File: config.mk
export PLATFORM = sky130hd
export DESIGN_NAME = alu_seq
export DESIGN_NICKNAME = d
export VERILOG_FILES = /design/src/rtl/alu_seq.sv
export SDC_FILE = /design/constraint.sdc
export NUM_CORES = 1
export LEC_CHECK = 0
export CORE_ASPECT_RATIO = 0.7
export CORE_MARGIN = 5
export CORE_UTILIZATION = 41
export DETAILED_ROUTE_END_ITERATION = 10
export HOLD_SLACK_MARGIN = 0.12
export PLACE_DENSITY_LB_ADDON = 0.12
export SLEW_MARGIN = 20
export SYNTH_ARGS = -nofsm -noshare
export SYNTH_HDL_FRONTEND = slang
export SYNTH_SLANG_ARGS = --single-unit
File: constraint.sdc
create_clock -name clk -period 5.95 [get_ports clk]
set_input_delay 0.595 -clock clk [delete_from_list [all_inputs] [get_ports clk]]
set_output_delay 0.595 -clock clk [all_outputs]
set_load 0.005 [all_outputs]
File: src/rtl/alu_seq.sv
// alu_seq: single-issue sequential ALU with a valid/ready handshake on both sides.
//   Logic, add, subtract and signed set-less-than complete in one cycle. Unsigned
//   multiply runs one shift-add iteration per cycle for WIDTH cycles. The result is
//   held in DONE until the consumer takes it.
// Ports:
//   clk        rising-edge clock
//   reset      synchronous, active-high reset
//   in_valid   operation presented; accepted when in_ready is also high
//   in_ready   high only in IDLE
//   a, b, op   operands and operation code, captured on the accepting edge
//   out_valid  result and flags valid (DONE)
//   out_ready  consumer takes the result this cycle
//   result     low WIDTH bits of the result
//   result_hi  high WIDTH bits of the product (MUL only, else 0)
//   cout       carry out of the MSB (ADD/SUB/SLT)
//   overflow   signed overflow (ADD/SUB/SLT)
//   zero       result (or full product for MUL) is zero
//   busy       high while a multiply is running or a result is pending
module alu_seq #(
  parameter int unsigned WIDTH = 8
) (
  input  logic             clk,
  input  logic             reset,
  input  logic             in_valid,
  output logic             in_ready,
  input  logic [WIDTH-1:0] a,
  input  logic [WIDTH-1:0] b,
  input  logic [2:0]       op,
  output logic             out_valid,
  input  logic             out_ready,
  output logic [WIDTH-1:0] result,
  output logic [WIDTH-1:0] result_hi,
  output logic             cout,
  output logic             overflow,
  output logic             zero,
  output logic             busy
);

  localparam int unsigned CntW = $clog2(WIDTH) + 1;
  localparam logic [CntW-1:0] LastIter = CntW'(WIDTH - 1);

  localparam logic [1:0] StIdle = 2'd0;
  localparam logic [1:0] StMul  = 2'd1;
  localparam logic [1:0] StDone = 2'd2;

  localparam logic [2:0] OpAnd  = 3'b000;
  localparam logic [2:0] OpOr   = 3'b001;
  localparam logic [2:0] OpAdd  = 3'b010;
  localparam logic [2:0] OpMul  = 3'b011;
  localparam logic [2:0] OpAndn = 3'b100;
  localparam logic [2:0] OpOrn  = 3'b101;
  localparam logic [2:0] OpSub  = 3'b110;
  localparam logic [2:0] OpSlt  = 3'b111;

  logic [1:0]         r_state;
  logic [CntW-1:0]    r_cnt;
  logic [2*WIDTH-1:0] r_mcand;
  logic [WIDTH-1:0]   r_mplier;
  logic [2*WIDTH-1:0] r_acc;
  logic               r_out_valid;
  logic [WIDTH-1:0]   r_result;
  logic [WIDTH-1:0]   r_result_hi;
  logic               r_cout;
  logic               r_overflow;
  logic               r_zero;
  logic               r_busy;

  // Single-cycle datapath. op[2] selects ~b for ANDN/ORN/SUB/SLT; only SUB and SLT
  // also add the carry-in that completes the two's-complement negation.
  logic [WIDTH-1:0]   w_b_op;
  logic               w_sub;
  logic [WIDTH:0]     w_sum_full;
  logic [WIDTH-1:0]   w_sum;
  logic               w_carry;
  logic               w_carry_msb_in;
  logic               w_add_ovf;
  logic [WIDTH-1:0]   w_res;
  logic               w_cout;
  logic               w_ovf;
  logic [2*WIDTH-1:0] w_acc_next;

  assign w_b_op     = op[2] ? ~b : b;
  assign w_sub      = (op == OpSub) || (op == OpSlt);
  assign w_sum_full = {1'b0, a} + {1'b0, w_b_op} + {{WIDTH{1'b0}}, w_sub};
  assign w_sum      = w_sum_full[WIDTH-1:0];
  assign w_carry    = w_sum_full[WIDTH];
  // Sum bit = a ^ b ^ carry-in, so the carry into the MSB is recovered by XOR.
  assign w_carry_msb_in = a[WIDTH-1] ^ w_b_op[WIDTH-1] ^ w_sum[WIDTH-1];
  assign w_add_ovf      = w_carry_msb_in ^ w_carry;

  always_comb begin
    w_res  = '0;
    w_cout = 1'b0;
    w_ovf  = 1'b0;
    case (op)
      OpAnd, OpAndn: w_res = a & w_b_op;
      OpOr, OpOrn:   w_res = a | w_b_op;
      OpAdd, OpSub: begin
        w_res  = w_sum;
        w_cout = w_carry;
        w_ovf  = w_add_ovf;
      end
      OpSlt: begin
        w_res  = {{(WIDTH-1){1'b0}}, w_sum[WIDTH-1] ^ w_add_ovf};
        w_cout = w_carry;
        w_ovf  = w_add_ovf;
      end
      default: w_res = '0;  // MUL result comes from the iterative path
    endcase
  end

  // One shift-add step: add the shifted multiplicand when the current multiplier
  // LSB is set.
  assign w_acc_next = r_acc + (r_mplier[0] ? r_mcand : '0);

  always_ff @(posedge clk) begin
    if (reset) begin
      r_state     <= StIdle;
      r_cnt       <= '0;
      r_mcand     <= '0;
      r_mplier    <= '0;
      r_acc       <= '0;
      r_out_valid <= 1'b0;
      r_result    <= '0;
      r_result_hi <= '0;
      r_cout      <= 1'b0;
      r_overflow  <= 1'b0;
      r_zero      <= 1'b0;
      r_busy      <= 1'b0;
    end else begin
      case (r_state)
        StIdle: begin
          if (in_valid) begin
            r_busy <= 1'b1;
            if (op == OpMul) begin
              r_state  <= StMul;
              r_cnt    <= '0;
              r_mcand  <= {{WIDTH{1'b0}}, a};
              r_mplier <= b;
              r_acc    <= '0;
            end else begin
              r_state     <= StDone;
              r_out_valid <= 1'b1;
              r_result    <= w_res;
              r_result_hi <= '0;
              r_cout      <= w_cout;
              r_overflow  <= w_ovf;
              r_zero      <= (w_res == '0);
            end
          end
        end
        StMul: begin
          r_acc    <= w_acc_next;
          r_mcand  <= r_mcand << 1;
          r_mplier <= r_mplier >> 1;
          r_cnt    <= r_cnt + 1'b1;
          if (r_cnt == LastIter) begin
            r_state     <= StDone;
            r_out_valid <= 1'b1;
            r_result    <= w_acc_next[WIDTH-1:0];
            r_result_hi <= w_acc_next[2*WIDTH-1:WIDTH];
            r_cout      <= 1'b0;
            r_overflow  <= 1'b0;
            r_zero      <= (w_acc_next == '0);
          end
        end
        StDone: begin
          if (out_ready) begin
            r_state     <= StIdle;
            r_out_valid <= 1'b0;
            r_busy      <= 1'b0;
          end
        end
        default: begin
          r_state     <= StIdle;
          r_out_valid <= 1'b0;
          r_busy      <= 1'b0;
        end
      endcase
    end
  end

  assign in_ready  = (r_state == StIdle);
  assign out_valid = r_out_valid;
  assign result    = r_result;
  assign result_hi = r_result_hi;
  assign cout      = r_cout;
  assign overflow  = r_overflow;
  assign zero      = r_zero;
  assign busy      = r_busy;

endmodule

======== After elaboration in Yosys (flattened, before gate mapping) ========
Cells that the tools add are included.
W data, S select, Z words.
storage, ports and cells
  logic and storage cells ................. 102
  flip-flop bits (word level) ............. 67
  output and inout bits ................... 22
  bits of input ports ..................... 23
cells by class
  bitwise logic cells ..................... 8
  equality and inequality tests ........... 15
  reduce and logical (&&, ||, !) cells .... 15
  $add $sub $neg .......................... 4
  mux-type cells .......................... 48
operators by type and width
  cell                  number
  $mux W16              5
  $mux W8               9
  $pmux W16 S2          2
  $pmux W8 S2           3
  $pmux W8 S4           1
  $add A16 B16 Y16      1
  $logic_not A16 Y1     1
  $mux W1               15
  $eq A3 B3 Y1 const B  4
  $add A8 B8 Y9         1
  $add A9 B1 Y9         1
  $reduce_and A3 Y1     3
  $and A8 B8 Y8         1
  $logic_not A8 Y1      1
  $mux W2               4
  $mux W4               2
  $ne A2 B2 Y1 const B  4
  $not A8 Y8            1
  $or A8 B8 Y8          1
  $pmux W4 S2           1
  $reduce_and A4 Y1     2
  $eq A3 B2 Y1 const B  2
  $pmux W1 S2           3
  $pmux W1 S3           2
  15 further kinds      20

======== Depth between registers and ports, before layout ========
Gate-level depths: netlist of the first run.
  word-level depth ........................ 12
  mapped depth ............................ 14
  gate-level depth less buffers ........... 13

======== Least setup slack after synthesis of the first run ========
Ideal clock, no wire load.
  kind .................................... input -> register
  start point ............................. in op[2]
  end point ............................... reg r_result[0] (netlist: result[0])
  slack ................................... 2.515 ns
  stages on the path ...................... 14
  arrival time ............................ 3.344 ns
  path through ............................ clkbuf_1 xor2_1 inv_1 fa_1 inv_1 fa_1 a211oi_1 nor2_1 o311ai_0 nor4bb_1 nor3_1 nor3_1 nand2_1 a311oi_1
on the way
  longest elaborated chain between the ends .. 10
  elaborated cells between the ends (all ways) .. 27
ends and longest elaborated chain
  what                                                        RTL line    RTL
  start: declaration                                          28          input logic [2:0] op,
  $mux W8 / $eq A3 B3 Y1 (equally long branches)              82, 83, 95
  $add A8 B8 Y9 / $logic_or A1 B1 Y1 (equally long branches)  84, 83
  $add A9 B1 Y9                                               84          assign w_sum_full = {1'b0, a} + {1'b0, w_b_op} + {{WIDTH{1'b0}}, w_sub};
  $xor A1 B1 Y1                                               88          assign w_carry_msb_in = a[WIDTH-1] ^ w_b_op[WIDTH-1] ^ w_sum[WIDTH-1];
  $xor A1 B1 Y1                                               89          assign w_add_ovf = w_carry_msb_in ^ w_carry;
  $xor A1 B1 Y1                                               104         w_res = {{(WIDTH-1){1'b0}}, w_sum[WIDTH-1] ^ w_add_ovf};
  $pmux W8 S4                                                 95          case (op)
  $mux W8                                                     135         if (op == OpMul) begin
  $mux W8                                                     133         if (in_valid) begin
  $pmux W8 S2                                                 131         case (r_state)
  end signal: assignment                                      144         r_result <= w_res;
  end signal: assignment                                      160         r_result <= w_acc_next[WIDTH-1:0];
  end: declaration                                            61          logic [WIDTH-1:0] r_result;
Several ways; a longest one is shown, not always the timed one. The select of a mux whose other input is x is not followed.
A chain may end at the register's enable or synchronous reset.

======== Worst setup path in the final report of the first run ========
Ends and elaborated chain as after synthesis.

==> qor.csv, run 1 <==
metric,value,unit
most numerous cell in the Yosys netlist,nor2_1,
CTS tree,yes,
setup_tns,0,ps
placed instance area,0.00477,mm2
Slowest cell on crit path,clkdlybuf4s50_1,
"Async S/R FF share, synth",0,%
antenna violations before repair,0,
final clock skew,6.55,ps
router iterations before antenna repair,5,
GRT Overall Usage,19.4,%
Num CTS Buffers,9,
area share of the largest cell type after synthesis,31.6,%
r2r endpoint,zero,
hold path depth,2,
NumNets Final,628,
yosys warns,0,
initial core utilization,41.5,%
Worst Max-Slew Pin Slew,745,ps
reg2reg setup slack,2610,ps
RR Startpoint,r_mplier[0],
Peak VDD IR,144,uV
"Max FO, Critical Path",11,
RSZ-0062 raised after global routing,no,
I/O Pins,45,
H-tree depth,3,
Peak Freq,0.253,GHz
synth unique cells,55,
Seq cells post-synth,67,
clock latency on the worst-skew pair,340,ps
area delta synth->final,20.5,%
synth top area cells,"dfxtp_1 32%, ha_1 9.4%, nor2_1 7.7%",
Worst Setup End Kind,flop,
worst hold endpoint,result[2],
"Design Area, Final",0.00512,mm2
n_diodes,0,
status,completed,
fin. max-slew vios,0,
Setup Buffers After CTS,0,
maximum root-to-sink buffer count,2,
clock transition at the registers of the reported paths,60,ps
die footprint,0.0125,mm2
Clk Tree Root Cell,clkbuf_16,
Routed Antenna Nets,0,
GRT overflow,0,
synthesized area per cell,7.85,um2
CP Launch Type,input pin,
post-synthesis sequential area ratio,31.6,%
critical path cell sequence,"clkdlybuf4s50_1, xor2_1, inv_1, fa_1, inv_1, fa_1, a211oi_1, nor2_1, o311ai_0, nor4bb_1, nor3_1, nor3_1, nand2_1, a311oi_1",
Die H,95.2,um
TritonCTS sink count,67,
worst reg-to-reg path cell count,11,
worst endpoint required time,6200,ps
final hold viol count,0,
commonest register cell after synthesis,dfxtp_1,
Remaining DRCs,0,
hpwl dp,8600,um
hold path startpoint,result[2],
Cell Rows,31,
leakage power,2.07,nW
final setup margin,2000,ps
Routed WL,12100,um
Worst Setup Path Type,in -> reg,
Final Setup Violations,0,
Slew headroom,50.3,%
max_cap viols,0,
routed vias,3955,
gpl congestion,0.886,
min-delay worst type,reg -> reg,
synth cell count leaders,"87 x nor2_1, 67 x dfxtp_1, 57 x nand2_1, 42 x a21oi_1, 32 x ha_1",
critical path arrival,4200,ps
number of synthesized flops with an enable pin,0,
CTS Hold Bufs,0,
Tcrit/Tclk final,66.4,%
post-cts sizing count,0,
Die Width,132,um
Core Region,0.0102,mm2
pre-CTS setup slack,1680,ps
drt initial violations,238,
largest net degree at the start of global routing,69,
vias per cell,5.59,
Post-Syn Area,0.00425,mm2
fraction of layout cells with a size suffix above 1,6.61,%
Port Buffer Count,44,
Post-Syn Nets,599,
Avg WL per Cell,17.1,um
CP max stage delay,700,ps
post-synthesis cell count,541,
P per Cell Area,253,mW/mm2
Layout Utilization,50.0,%
top cell type by total area after synthesis,dfxtp_1,
post-route minimum period,3950,ps
vias in the first global route,3676,
first-pass GRT wire length,19500,um
registers in the layout, indices dropped and copies added, names as in the netlist:
signal	cells
r_cnt	4
r_acc	16
out_valid	1
busy	1
zero	1
r_mcand	16
r_state	2
overflow	1
cout	1
result_hi	8
r_mplier	8
result	8
how the worst max path moves through the flow:
| stage | from | end | slack, ps | depth (start not counted) |
|---|---|---|---|---|
| global route | op[2] | result[0] | 1530 | 14 |
| global placement | op[2] | result[0] | 1760 | 14 |
| floorplan | op[2] | result[0] | 2510 | 14 |
| detailed placement | op[2] | result[0] | 1680 | 14 |
| finish | op[2] | result[0] | 2000 | 14 |
| CTS | op[2] | result[0] | 2010 | 14 |
through the flow:
stage	hold slack (ps)	power (W)	instances
2_1_floorplan	441	0.000601	541
3_3_place_gp	439	0.000668	691
3_5_place_dp	444	0.000670	691
4_1_cts	452	0.00131	707
5_1_grt	473	0.00135	707
6_report	448	0.00129	707
cell type report:
cell class,count,area [um2]
fillers,1011,5120
multi-input cells,421,2710
flip-flops and latches,67,1340
inverters,22,82.6
repair buffers,49,473
clock inverters,7,124
well taps,132,165
clock buffers,9,225
power by group:
group          leakage [nW]  switching (W)  internal, W  total, W
Clock                 0.167       0.000219     0.000413  0.000632
Combinational          1.36       0.000106    0.0000818  0.000188
Sequential            0.543      0.0000112     0.000462  0.000473
cells by family (layout without fill, tap and decap cells):
logic type / after synthesis / in the layout / synth area share (%)
xor gates and xnor gates: 29 / 29 / 5.98
buffers and inverters: 53 / 87 / 4.95
DFF: 67 / 67 / 31.6
and+or+nand+nor: 207 / 207 / 22.4
adders and majority gates: 35 / 35 / 10.8
AOI/OAI and AO/OA: 150 / 150 / 24.3
worst max-delay path: cells and delay by family:
family          cells  cell delay (ps)
compound gates      3              990
buf+inv             3              890
simple gates        5              780
fa+ha+maj           2              640
xor+xnor            1              300
per-layer routing:
layer / track usage (%) / routed length [um]
met5: 0 / 0
met4: 5.14 / 151
met1: 28.7 / 6330
met2: 28.1 / 4860
met3: 4.80 / 727
placed cells by master (no fill, tap or decap), types with 14 or more instances in the layout:
master and count:
a21oi_1 42, nand2_1 57, dfxtp_1 67, xor2_1 15, a311oi_1 15, a22oi_1 25, o21ai_0 23, nor2_1 86
clkdlybuf4s50_1 43, and2_1 19, ha_1 32, xnor2_1 14, inv_1 22
Power figures use the tool's default switching activity.
==> run 2, diff against run 1 <==
==> constraint.sdc (replaced) <==
create_clock -name clk -period 3.7 [get_ports clk]
set_input_delay 0.37 -clock clk [delete_from_list [all_inputs] [get_ports clk]]
set_output_delay 0.37 -clock clk [all_outputs]
set_load 0.005 [all_outputs]
==> run 2 against run 1 <==
  * Sequential share of layout area decreased by 0.11 points
  * Worst hold slack is essentially flat
  * Sequential power increased by 61%
  * Clock power is 46% higher
  * Largest cell class unchanged
  * Largest power group unchanged
==> qor.csv, run 2 (synthesis gave the netlist of run 1 again) <==
metric,value,unit,change
status,completed,,unchanged
RR Startpoint,r_mplier[0],,unchanged
final setup margin,437,ps,was 2000 ps
die footprint,0.0125,mm2,unchanged
post-cts sizing count,0,,unchanged
Setup Buffers After CTS,0,,unchanged
I/O Pins,45,,unchanged
Slowest cell on crit path,clkdlybuf4s50_1,,unchanged
Worst path top cell family by delay,simple AND/OR/NAND/NOR gates,,was compound AO/OA/AOI/OAI gates
n_diodes,0,,unchanged
Die H,95.2,um,unchanged
Crit. path cell count,14,,unchanged
clock latency on the worst-skew pair,330,ps,was 340 ps
CP bufs+invs,3,,unchanged
clock transition at the registers of the reported paths,60,ps,about the same
leakage power,2.08,nW,was 2.07 nW
routed vias,3881,,was 3955
fin. max-slew vios,0,,unchanged
Num CTS Buffers,9,,unchanged
"commonest non-fill, non-tap cells in the layout","86 x nor2_1, 67 x dfxtp_1, 57 x nand2_1, 43 x clkdlybuf4s50_1, 42 x a21oi_1",,unchanged
vias per cell,5.45,,was 5.59
CTS Hold Bufs,0,,unchanged
reg2reg setup slack,480,ps,was 2610 ps
initial core utilization,41.5,%,unchanged
origin of the worst setup path,op[2],,unchanged
worst reg-to-reg path cell count,11,,unchanged
GRT Overall Usage,19.0,%,was 19.4%
"commonest non-fill, non-tap cell in the layout",nor2_1,,unchanged
Slew headroom,52.8,%,was 50.3%
Worst Max-Slew Pin Slew,708,ps,was 745 ps
setup_tns,0,ps,unchanged
drt initial violations,217,,was 238
pre-CTS setup slack,-111,ps,was 1680 ps
GRT overflow,0,,unchanged
M1 GR Usage,27.7,%,was 28.7%
largest net degree at the start of global routing,68,,was 69
Worst Setup End Kind,flop,,unchanged
Clk Tree Root Cell,clkbuf_16,,unchanged
final hold viol count,0,,unchanged
met3 usage in global routing,4.54,%,was 4.80%
Worst Setup Path Type,in -> reg,,unchanged
Routed WL,11800,um,was 12100 um
Cell Rows,31,,unchanged
met2 Usage GRT,29.1,%,was 28.1%
H-tree depth,3,,unchanged
hpwl dp,8610,um,was 8600 um
router iterations before antenna repair,4,,was 5
antenna violations before repair,0,,unchanged
Avg WL per Cell,16.5,um,was 17.1 um
worst endpoint required time,3940,ps,was 6200 ps
Worst setup endpoint,result[0],,unchanged
maximum root-to-sink buffer count,2,,unchanged
Core Region,0.0102,mm2,unchanged
TritonCTS sink count,67,,unchanged
Routed Antenna Nets,0,,unchanged
RSZ-0062 raised after global routing,no,,unchanged
post-route minimum period,3260,ps,
GR peak layer,met2,,was met1
critical path cell sequence,"clkdlybuf4s50_1, buf_4, nand2_1, fa_1, inv_1, fa_1, a211oi_1, nor2_1, o311ai_2, nor4bb_1, nor3_1, nor3_1, nand2_1, a311oi_1",,"was clkdlybuf4s50_1, xor2_1, inv_1, fa_1, inv_1, fa_1, a211oi_1, nor2_1, o311ai_0, nor4bb_1, nor3_1, nor3_1, nand2_1, a311oi_1"
Peak VDD IR,226,uV,was 144 uV
area delta synth->final,21.0,%,was 20.5%
Port Buffer Count,44,,unchanged
Peak Freq,0.306,GHz,
Remaining DRCs,0,,unchanged
final clock skew,6.68,ps,was 6.55 ps
max_cap viols,0,,unchanged
Tcrit/Tclk final,88.2,%,
Regs by FF count,"r_acc (16), r_mcand (16)",,unchanged
gpl congestion,0.928,,was 0.886
CP max stage delay,440,ps,was 700 ps
fraction of layout cells with a size suffix above 1,7.41,%,was 6.61%
Die Width,132,um,unchanged
min-delay worst type,reg -> reg,,unchanged
NumNets Final,634,,was 628
P per Cell Area,388,mW/mm2,was 253 mW/mm2
first-pass GRT wire length,19300,um,was 19500 um
CP Launch Type,input pin,,unchanged
Final Setup Violations,0,,unchanged
critical path arrival,3510,ps,was 4200 ps
CTS tree,yes,,unchanged
"Max FO, Critical Path",10,,was 11
vias in the first global route,3750,,was 3676
r2r endpoint,zero,,unchanged
## run 2: worst reg2reg max path, stage by stage, from the launching register on
cell and delay (ps):
dfxtp_1 430, and2_1 210, ha_1 220, fa_1 450, a211oi_4 320, o21bai_4 120
a21oi_2 160, xnor2_1 130, or4_1 500, nor4_2 160, nand4b_1 220, o31ai_2 230
## run 2: how the worst min path moves through the flow
| stage | startpoint | end | slack (ps) | depth (start not counted) |
|---|---|---|---|---|
| 3_5_place_dp | result[4] | result[4] | 440 | 2 |
| 5_1_grt | result_hi[4] | result_hi[4] | 460 | 2 |
| 4_1_cts | result[4] | result[4] | 450 | 2 |
| 2_1_floorplan | r_acc[0] | r_acc[0] | 440 | 2 |
| 3_3_place_gp | result[5] | result[5] | 440 | 2 |
| 6_report | result_hi[3] | result_hi[3] | 450 | 2 |
## run 2: through the flow
step | cells | cell area (um2) | utilization [%] | total power [W] | hold WS (ps)
final | 712 | 5140 | 50.2 | 0.00199 | 449
after global routing | 712 | 5140 | 50.2 | 0.00209 | 464
after CTS | 712 | 5130 | 50.1 | 0.00201 | 451
after detailed placement | 697 | 4820 | 47.0 | 0.00108 | 444
after global placement | 697 | 4820 | 47.0 | 0.00108 | 439
after floorplan | 541 | 4250 | - | 0.000966 | 441
## run 2: where the power goes
part / internal [W] / switching (W)
sequential: 0.000743 / 0.0000178
combinational: 0.000137 / 0.000175
clock: 0.000604 / 0.000315
## run 2: cell type report
| cell class | instances | area [um2] |
|---|---|---|
| Clock buffer | 11 | 243 |
| Clock inverter | 4 | 75.1 |
| Fill cell | 1015 | 5100 |
| Inverter | 22 | 82.6 |
| Multi-Input combinational cell | 421 | 2720 |
| Sequential cell | 67 | 1340 |
| Tap cell | 132 | 165 |
| Timing Repair Buffer | 55 | 518 |
## run 2: metal layers
metal | vias to the layer above | part of all wire [%] | routed length [um]
met4 | 0 | 0.68 | 80
li1 | 1967 | - | -
met1 | 1812 | 53 | 6240
met5 | - | 0 | 0
met2 | 93 | 41 | 4820
met3 | 9 | 5.4 | 636
